==> src/rtl/snow_mod_add_pipe.sv <==
// snow_mod_add_pipe: two-stage, back-pressurable modulo-2^WIDTH multi-operand
// adder/subtractor. S1 holds operands and the sign mask. The adder tree sits
// between S1 and S2. S2 holds the reduced sum and the wrap flag.

// Sign-adjusts one operand into the widened internal domain.
module snow_mod_add_term #(
  parameter int WIDTH = 32,
  parameter int IW    = 34
) (
  input  logic [WIDTH-1:0] op,
  input  logic             neg,
  output logic [IW-1:0]    term
);
  logic [IW-1:0] ext;

  assign ext  = {{(IW-WIDTH){1'b0}}, op};
  assign term = neg ? (IW'(0) - ext) : ext;
endmodule

module snow_mod_add_pipe #(
  parameter int WIDTH   = 32,
  parameter int NUM_OPS = 2
) (
  input  logic                       clk,
  input  logic                       rst,
  input  logic                       in_valid,
  output logic                       in_ready,
  input  logic [NUM_OPS*WIDTH-1:0]   in_ops,
  input  logic [NUM_OPS-1:0]         in_neg,
  output logic                       out_valid,
  input  logic                       out_ready,
  output logic [WIDTH-1:0]           out_sum,
  output logic                       out_wrap
);
  // Wide enough that NUM_OPS full-scale operands of either sign never overflow.
  localparam int IW = WIDTH + $clog2(NUM_OPS) + 1;

  // vld_pipe[1] = S1 occupied, vld_pipe[2] = S2 occupied (out_valid)
  logic [2:1]                     vld_pipe;
  logic                           s1_adv, s2_adv;
  logic [NUM_OPS-1:0][WIDTH-1:0]  s1_ops;
  logic [NUM_OPS-1:0]             s1_neg;
  logic [NUM_OPS-1:0]             neg_eff;
  logic [NUM_OPS-1:0][IW-1:0]     terms;
  logic [IW-1:0]                  acc;
  logic                           wrap;

  assign s2_adv    = !vld_pipe[2] || out_ready;
  assign s1_adv    = !vld_pipe[1] || s2_adv;
  assign in_ready  = s1_adv;
  assign out_valid = vld_pipe[2];

  // Operand 0 is always added regardless of its mask bit.
  assign neg_eff = s1_neg & ~NUM_OPS'(1);

  for (genvar i = 0; i < NUM_OPS; i++) begin : g_term
    snow_mod_add_term #(.WIDTH(WIDTH), .IW(IW)) u_term (
      .op   (s1_ops[i]),
      .neg  (neg_eff[i]),
      .term (terms[i])
    );
  end

  // Exact signed sum of all sign-adjusted terms.
  always_comb begin
    acc = '0;
    for (int i = 0; i < NUM_OPS; i++) acc = acc + terms[i];
  end

  // Negative (sign bit) or any bit at or above 2^WIDTH means out of range.
  assign wrap = acc[IW-1] | (|acc[IW-2:WIDTH]);

  // S1 data capture on an input transfer; no reset needed for payload.
  always_ff @(posedge clk) begin
    if (in_valid && in_ready) begin
      s1_ops <= in_ops;
      s1_neg <= in_neg;
    end
  end

  // Stage occupancy and S2 result registers; reset flushes everything in flight.
  always_ff @(posedge clk) begin
    if (rst) begin
      vld_pipe <= '0;
      out_sum  <= '0;
      out_wrap <= 1'b0;
    end else begin
      if (s1_adv) vld_pipe[1] <= in_valid;
      if (s2_adv) begin
        vld_pipe[2] <= vld_pipe[1];
        if (vld_pipe[1]) begin
          out_sum  <= acc[WIDTH-1:0];
          out_wrap <= wrap;
        end
      end
    end
  end
endmodule

==> config.mk <==
export PLATFORM = sky130hd
export DESIGN_NAME = snow_mod_add_pipe
export DESIGN_NICKNAME = d
export VERILOG_FILES = /design/src/rtl/snow_mod_add_pipe.sv
export SDC_FILE = /design/constraint.sdc
export NUM_CORES = 1
export LEC_CHECK = 0
export ABC_AREA = 1
export BUFFER_PORTS_ARGS = -buffer_cell sky130_fd_sc_hd__buf_2
export CAP_MARGIN = 20
export CORE_UTILIZATION = 46
export DETAILED_ROUTE_END_ITERATION = 12
export MAX_ROUTING_LAYER = met4
export PLACE_DENSITY = 0.68
export REMOVE_ABC_BUFFERS = 1
export SLEW_MARGIN = 10
export SYNTH_ARGS = -nofsm -noshare
export SYNTH_HDL_FRONTEND = slang
export SYNTH_SLANG_ARGS = --single-unit
export TNS_END_PERCENT = 5
==> constraint.sdc <==
create_clock -name clk -period 4.9 [get_ports clk]
set_clock_uncertainty 0.2 [all_clocks]
set_input_delay 0.98 -clock clk [delete_from_list [all_inputs] [get_ports clk]]
set_output_delay 0.98 -clock clk [all_outputs]
set_load 0.05 [all_outputs]
# [After elaboration in Yosys (flattened, before gate mapping)]
# Index checks and enable logic that the tools add are counted.
[totals] ff_bits=101 input_bits=70 out_inout_bits=35 elab_cells=17
[classes] add_sub_neg=2 n_mux=1 n_bitwise=1 n_reduce_logical=6
[ops] operator="$add 32x34->34" n=1
[ops] operator="$mux 34" n=1
[ops] operator="$sub 1x32->33 const A" n=1
[ops] operator="$logic_not 1->1" n=2
[ops] operator="$logic_or 1x1->1" n=2
[ops] operator="$reduce_and 2->1" n=1
[ops] operator="$logic_and 1x1->1" n=1
[ops] operator="$or 1x1->1" n=1

# [Logic depth before layout (Yosys ltp)]
[depth] depth_word=4 ltp_mapped=23 ltp_nobuf=23

# [By module]
# From an unflattened synthesis, not the netlist that was laid out.
[hier_totals] hier_cells=1102 hier_area_um2=7674.9
[modules_own_cells] mod="snow_mod_add_pipe" instances=1 cells_each=642 area_per_inst_um2=5425.2 seq_area_each_um2=2652.5
[modules_own_cells] mod="snow_mod_add_term" instances=2 cells_each=230 area_per_inst_um2=1124.8 seq_area_each_um2=0.0

# [Least setup slack after synthesis]
# No wires, ideal clock.
[synth_timing] path_type="input to register" startpoint="input out_ready" endpoint="register s1_neg[1], enable pin" setup_time_ns=0.419 t_arrival_ns=2.844 t_required_ns=4.281 slack_ns=1.437 path_stages=4 path_buffers=0 cell_sequence="inv_1 -> nand3_1 -> nand2_1 -> inv_1"
[synth_between] elab_chain_cells=3
[synth_rtl] item="from (decl)" line="31" source="input logic out_ready,"
[synth_rtl] item="$logic_or 1x1->1" line="48" source="assign s2_adv = !vld_pipe[2] || out_ready;"
[synth_rtl] item="$logic_or 1x1->1" line="49" source="assign s1_adv = !vld_pipe[1] || s2_adv;"
[synth_rtl] item="net in_ready" line="27" source="output logic in_ready,"
[synth_rtl] item="$logic_and 1x1->1" line="75" source="if (in_valid && in_ready) begin"
[synth_rtl] item="to (signal assigned)" line="77" source="s1_neg <= in_neg;"
[synth_rtl] item="to (decl)" line="42" source="logic [NUM_OPS-1:0] s1_neg;"
# The timed path passes the listed nets, and every way through them passes these cells.
# A chain may end at the register's enable or synchronous reset.

# [Worst setup path after layout]
[layout_timing] startpoint="register s1_neg[1]" endpoint="register out_sum[25]"
[layout_between] elab_chain_cells=2
[layout_rtl] item="$mux 34" line="17" source="assign term = neg ? (IW'(0) - ext) : ext;"
[layout_rtl] item="$add 32x34->34" line="67" source="for (int i = 0; i < NUM_OPS; i++) acc = acc + terms[i];"
[layout_rtl] item="to (signal assigned)" line="92" source="out_sum <= acc[WIDTH-1:0];"
[layout_rtl] item="to (decl)" line="32" source="output logic [WIDTH-1:0] out_sum,"
# No other way between the ends.

==> results by group <==
Finish
  • # diodes: 0
  • Layout area overhead: 15.6%
  • Core Util, Final: 54.4%
  • Layout cells sized above 1: 16.2%
  • Fin nets: 1009

Floorplan
  • DIE HEIGHT: 118 um
  • Core Rows: 42
  • Core area: 13200 um2
  • Die footprint: 14000 um2
  • # IOs: 105
  • Die W: 118 um
  • Starting Density: 47.1%

Worst setup path
  • Crit path launch type: register
  • Crit path DAT: 3620 ps
  • R2R setup slack: 1330 ps
  • CP Buf/Inv Count: 2
  • Worst r2r src: s1_neg[1]
  • CP Capture Type: register
  • Worst-path fanout max: 17
  • R2R Path End: out_sum[25]
  • CP Data Required Time: 4950 ps
  • Crit path cell chain: inv_1 > o21ai_2 > nor2_4 > o21ai_2 > xor2_1 > ha_1 > a21oi_1 > o21ai_0 > a21oi_1 > nand3_1 > xor2_1 > o21ai_0 > inv_1
  • Worst R2R Path Depth: 13
  • Setup Crit Path Kind: reg2reg
  • Biggest cell delay along the critical path: 700 ps
  • Family with the most delay on the worst path: compound AO/OA/AOI/OAI gates
  • Worst path slowest cell: edfxtp_1

Clock network
  • TritonCTS clock tree: yes
  • CTS sink count: 100
  • CTS Hold Buffers Added: 0
  • Clock-pin transition on the worst setup and hold timing paths: 60 ps
  • Worst-case clock buffer depth: 2
  • Total CTS buffers: 9
  • Resized Gates After CTS: 0
  • CTS root buffer: clkbuf_16
  • Post-CTS Setup Bufs: 0
  • H-tree depth: 3
  • Later-pin clock latency in the skew report: 350 ps

Timing
  • Tmin final: 3570 ps
  • Hold_ws: 279 ps
  • Endpoints failing setup: 0
  • Rel. slew slack: 40.0%
  • Setup_tns: 0 ps
  • Final period util: 72.9%
  • Slew @ Worst Pin: 898 ps
  • RSZ-0062 raised after global routing: false
  • Final slew viol count: 0
  • Final hold vios: 0
  • Fmax: 280 MHz

Global route
  • Total track usage: 21.0%
  • Grt total ovfl: 0
  • Vias in the first global route: 4757
  • Largest net degree at the start of global routing: 37
  • Initial antenna violation count: 0
  • Global-route wire length before repair: 22.3 mm

Pwr
  • Switching pwr: 0.000786 W
  • Seq pwr share: 42.0%
  • Switching share of power: 33.4%
  • Clk pwr share: 29.1%
  • Pwr Density: 328 nW/um2
  • Max VDD drop: 0.000175 V
  • Pint: 0.00157 W
  • Gate power share: 28.9%
  • Leak Pwr: 3.53 nW
  • Power Total: 0.00236 W

Yosys
  • Synth async-reset ratio: 0%
  • Largest area contributor in the netlist: edfxtp_1
  • Synth top cells by count: nand2_1, nor2_1, inv_1
  • Main synth FF type: edfxtp_1
  • Cell variety after synth: 35
  • Post-synth top area share: 31.4%
  • Seq/Total Area, Yosys: 42.7%
  • Syn avg cell area: 7.74 um2
  • EDFF count, synth: 65
  • Yosys warnings: 0
  • Post-Syn Area: 6210 um2
  • Most common cell in the synthesized netlist: nand2_1
  • Largest cells by area after synthesis: edfxtp_1, dfxtp_1, nand2_1, nor2_1, inv_1
  • Seq cells post-synth: 100
  • Mapped Cells: 802

Hold path
  • Hold_sp: out_sum[0]
  • Hold Crit Class: reg2reg
  • Worst hold path endpoint: out_sum[0]
  • Hold path depth: 2

Drt
  • Drt first pass iters: 4
  • Wire per inst: 12.4 um
  • DRC: 0
  • Vias: 5094
  • ANT nets after route: 0
  • Vias per cell: 4.69
  • Initial detailed-routing violation count: 223
  • Drt total wl: 13.4 mm

Placed design
  • I/O Buffers: 103
  • Gpl congestion: 0.906
  • Post-detail-place hpwl: 10.7 mm

Job
  • Max Cap Viol: 0

Status
  • Status: completed
[placed cells by master, fill, tap and decap left out, types with 6 or more instances in the layout]
cell | synthesis | final
nand2_1 | 183 | 183
ha_1 | 33 | 33
a21oi_1 | 41 | 41
inv_1 | 117 | 116
dfxtp_1 | 35 | 35
o21ai_1 | 8 | 8
nor2_1 | 131 | 131
o21bai_1 | 6 | 6
nor4_1 | 7 | 7
xor2_1 | 41 | 41
edfxtp_1 | 65 | 65
buf_2 | 5 | 103
nand2_2 | 6 | 6
xnor2_1 | 7 | 7
clkbuf_16 | 0 | 9
o21ai_0 | 34 | 34
nand3_1 | 32 | 32
nor3_1 | 9 | 9
[cell type report]
class | instances | area [um2]
Inverter | 117 | 439
Tap cell | 176 | 220
Timing Repair Buffer | 105 | 531
Fill cell | 1294 | 6010
Clock inverter | 5 | 53.8
Clock buffer | 10 | 229
Sequential cell | 100 | 2650
Multi-Input combinational cell | 572 | 3050
[routing by layer]
layer,up-vias,part of all wire (%),track usage [%]
met5,-,0,-
met4,0,1.9,9.05
met3,15,3.4,3.43
met2,90,43,31.2
met1,2202,52,28.3
li1,2787,-,-
[registers in the layout, summed over array words and instances, names as in the netlist]
register and cells:
out_sum 32, out_wrap 1, s1_neg 1, s1_ops 64, vld_pipe 2
[power by group through the flow]
stage | combinational, W | clock, W | sequential (W)
after floorplan | 0.000419 | 0 | 0.00109
after global placement | 0.000673 | 0 | 0.00101
after detailed placement | 0.000678 | 0 | 0.00101
after CTS | 0.000681 | 0.000704 | 0.000991
after global routing | 0.000763 | 0.000739 | 0.000997
final | 0.000682 | 0.000685 | 0.000990
[worst max-delay path by stage]
| stage | startpoint | to | slack, ps | cells past startpoint |
|---|---|---|---|---|
| floorplan | out_ready | s1_neg[1] | 1440 | 4 |
| global placement | s1_neg[1] | out_sum[25] | 1350 | 13 |
| detailed placement | s1_neg[1] | out_sum[25] | 1350 | 13 |
| CTS | s1_neg[1] | out_sum[25] | 1300 | 13 |
| global route | s1_neg[1] | out_wrap | 990 | 15 |
| finish | s1_neg[1] | out_sum[25] | 1330 | 13 |
[cells by family (layout without fill, tap and decap cells)]
| group | Yosys count | in the layout | share of synthesized area, % |
|---|---|---|---|
| xor+xnor | 48 | 48 | 6.77 |
| fa+ha+maj | 34 | 34 | 6.97 |
| flops | 100 | 100 | 42.7 |
| compound gates | 104 | 104 | 9.41 |
| buf+inv | 130 | 237 | 8.08 |
| simple gates | 386 | 386 | 26.0 |
[worst min-delay path: stages (launching register included)]
cell,delay (ps)
dfxtp_1,320
nor2_1,50
nor2_1,80
[through the flow]
stage	setup slack, ps	instance area [um2]	std cells
floorplan	1440	6140	789
global placement	1350	6900	1070
detailed placement	1350	6900	1070
CTS	1300	7180	1085
global route	995	7180	1085
finish	1330	7180	1085
Note: power is estimated with default switching activity, not from simulation.
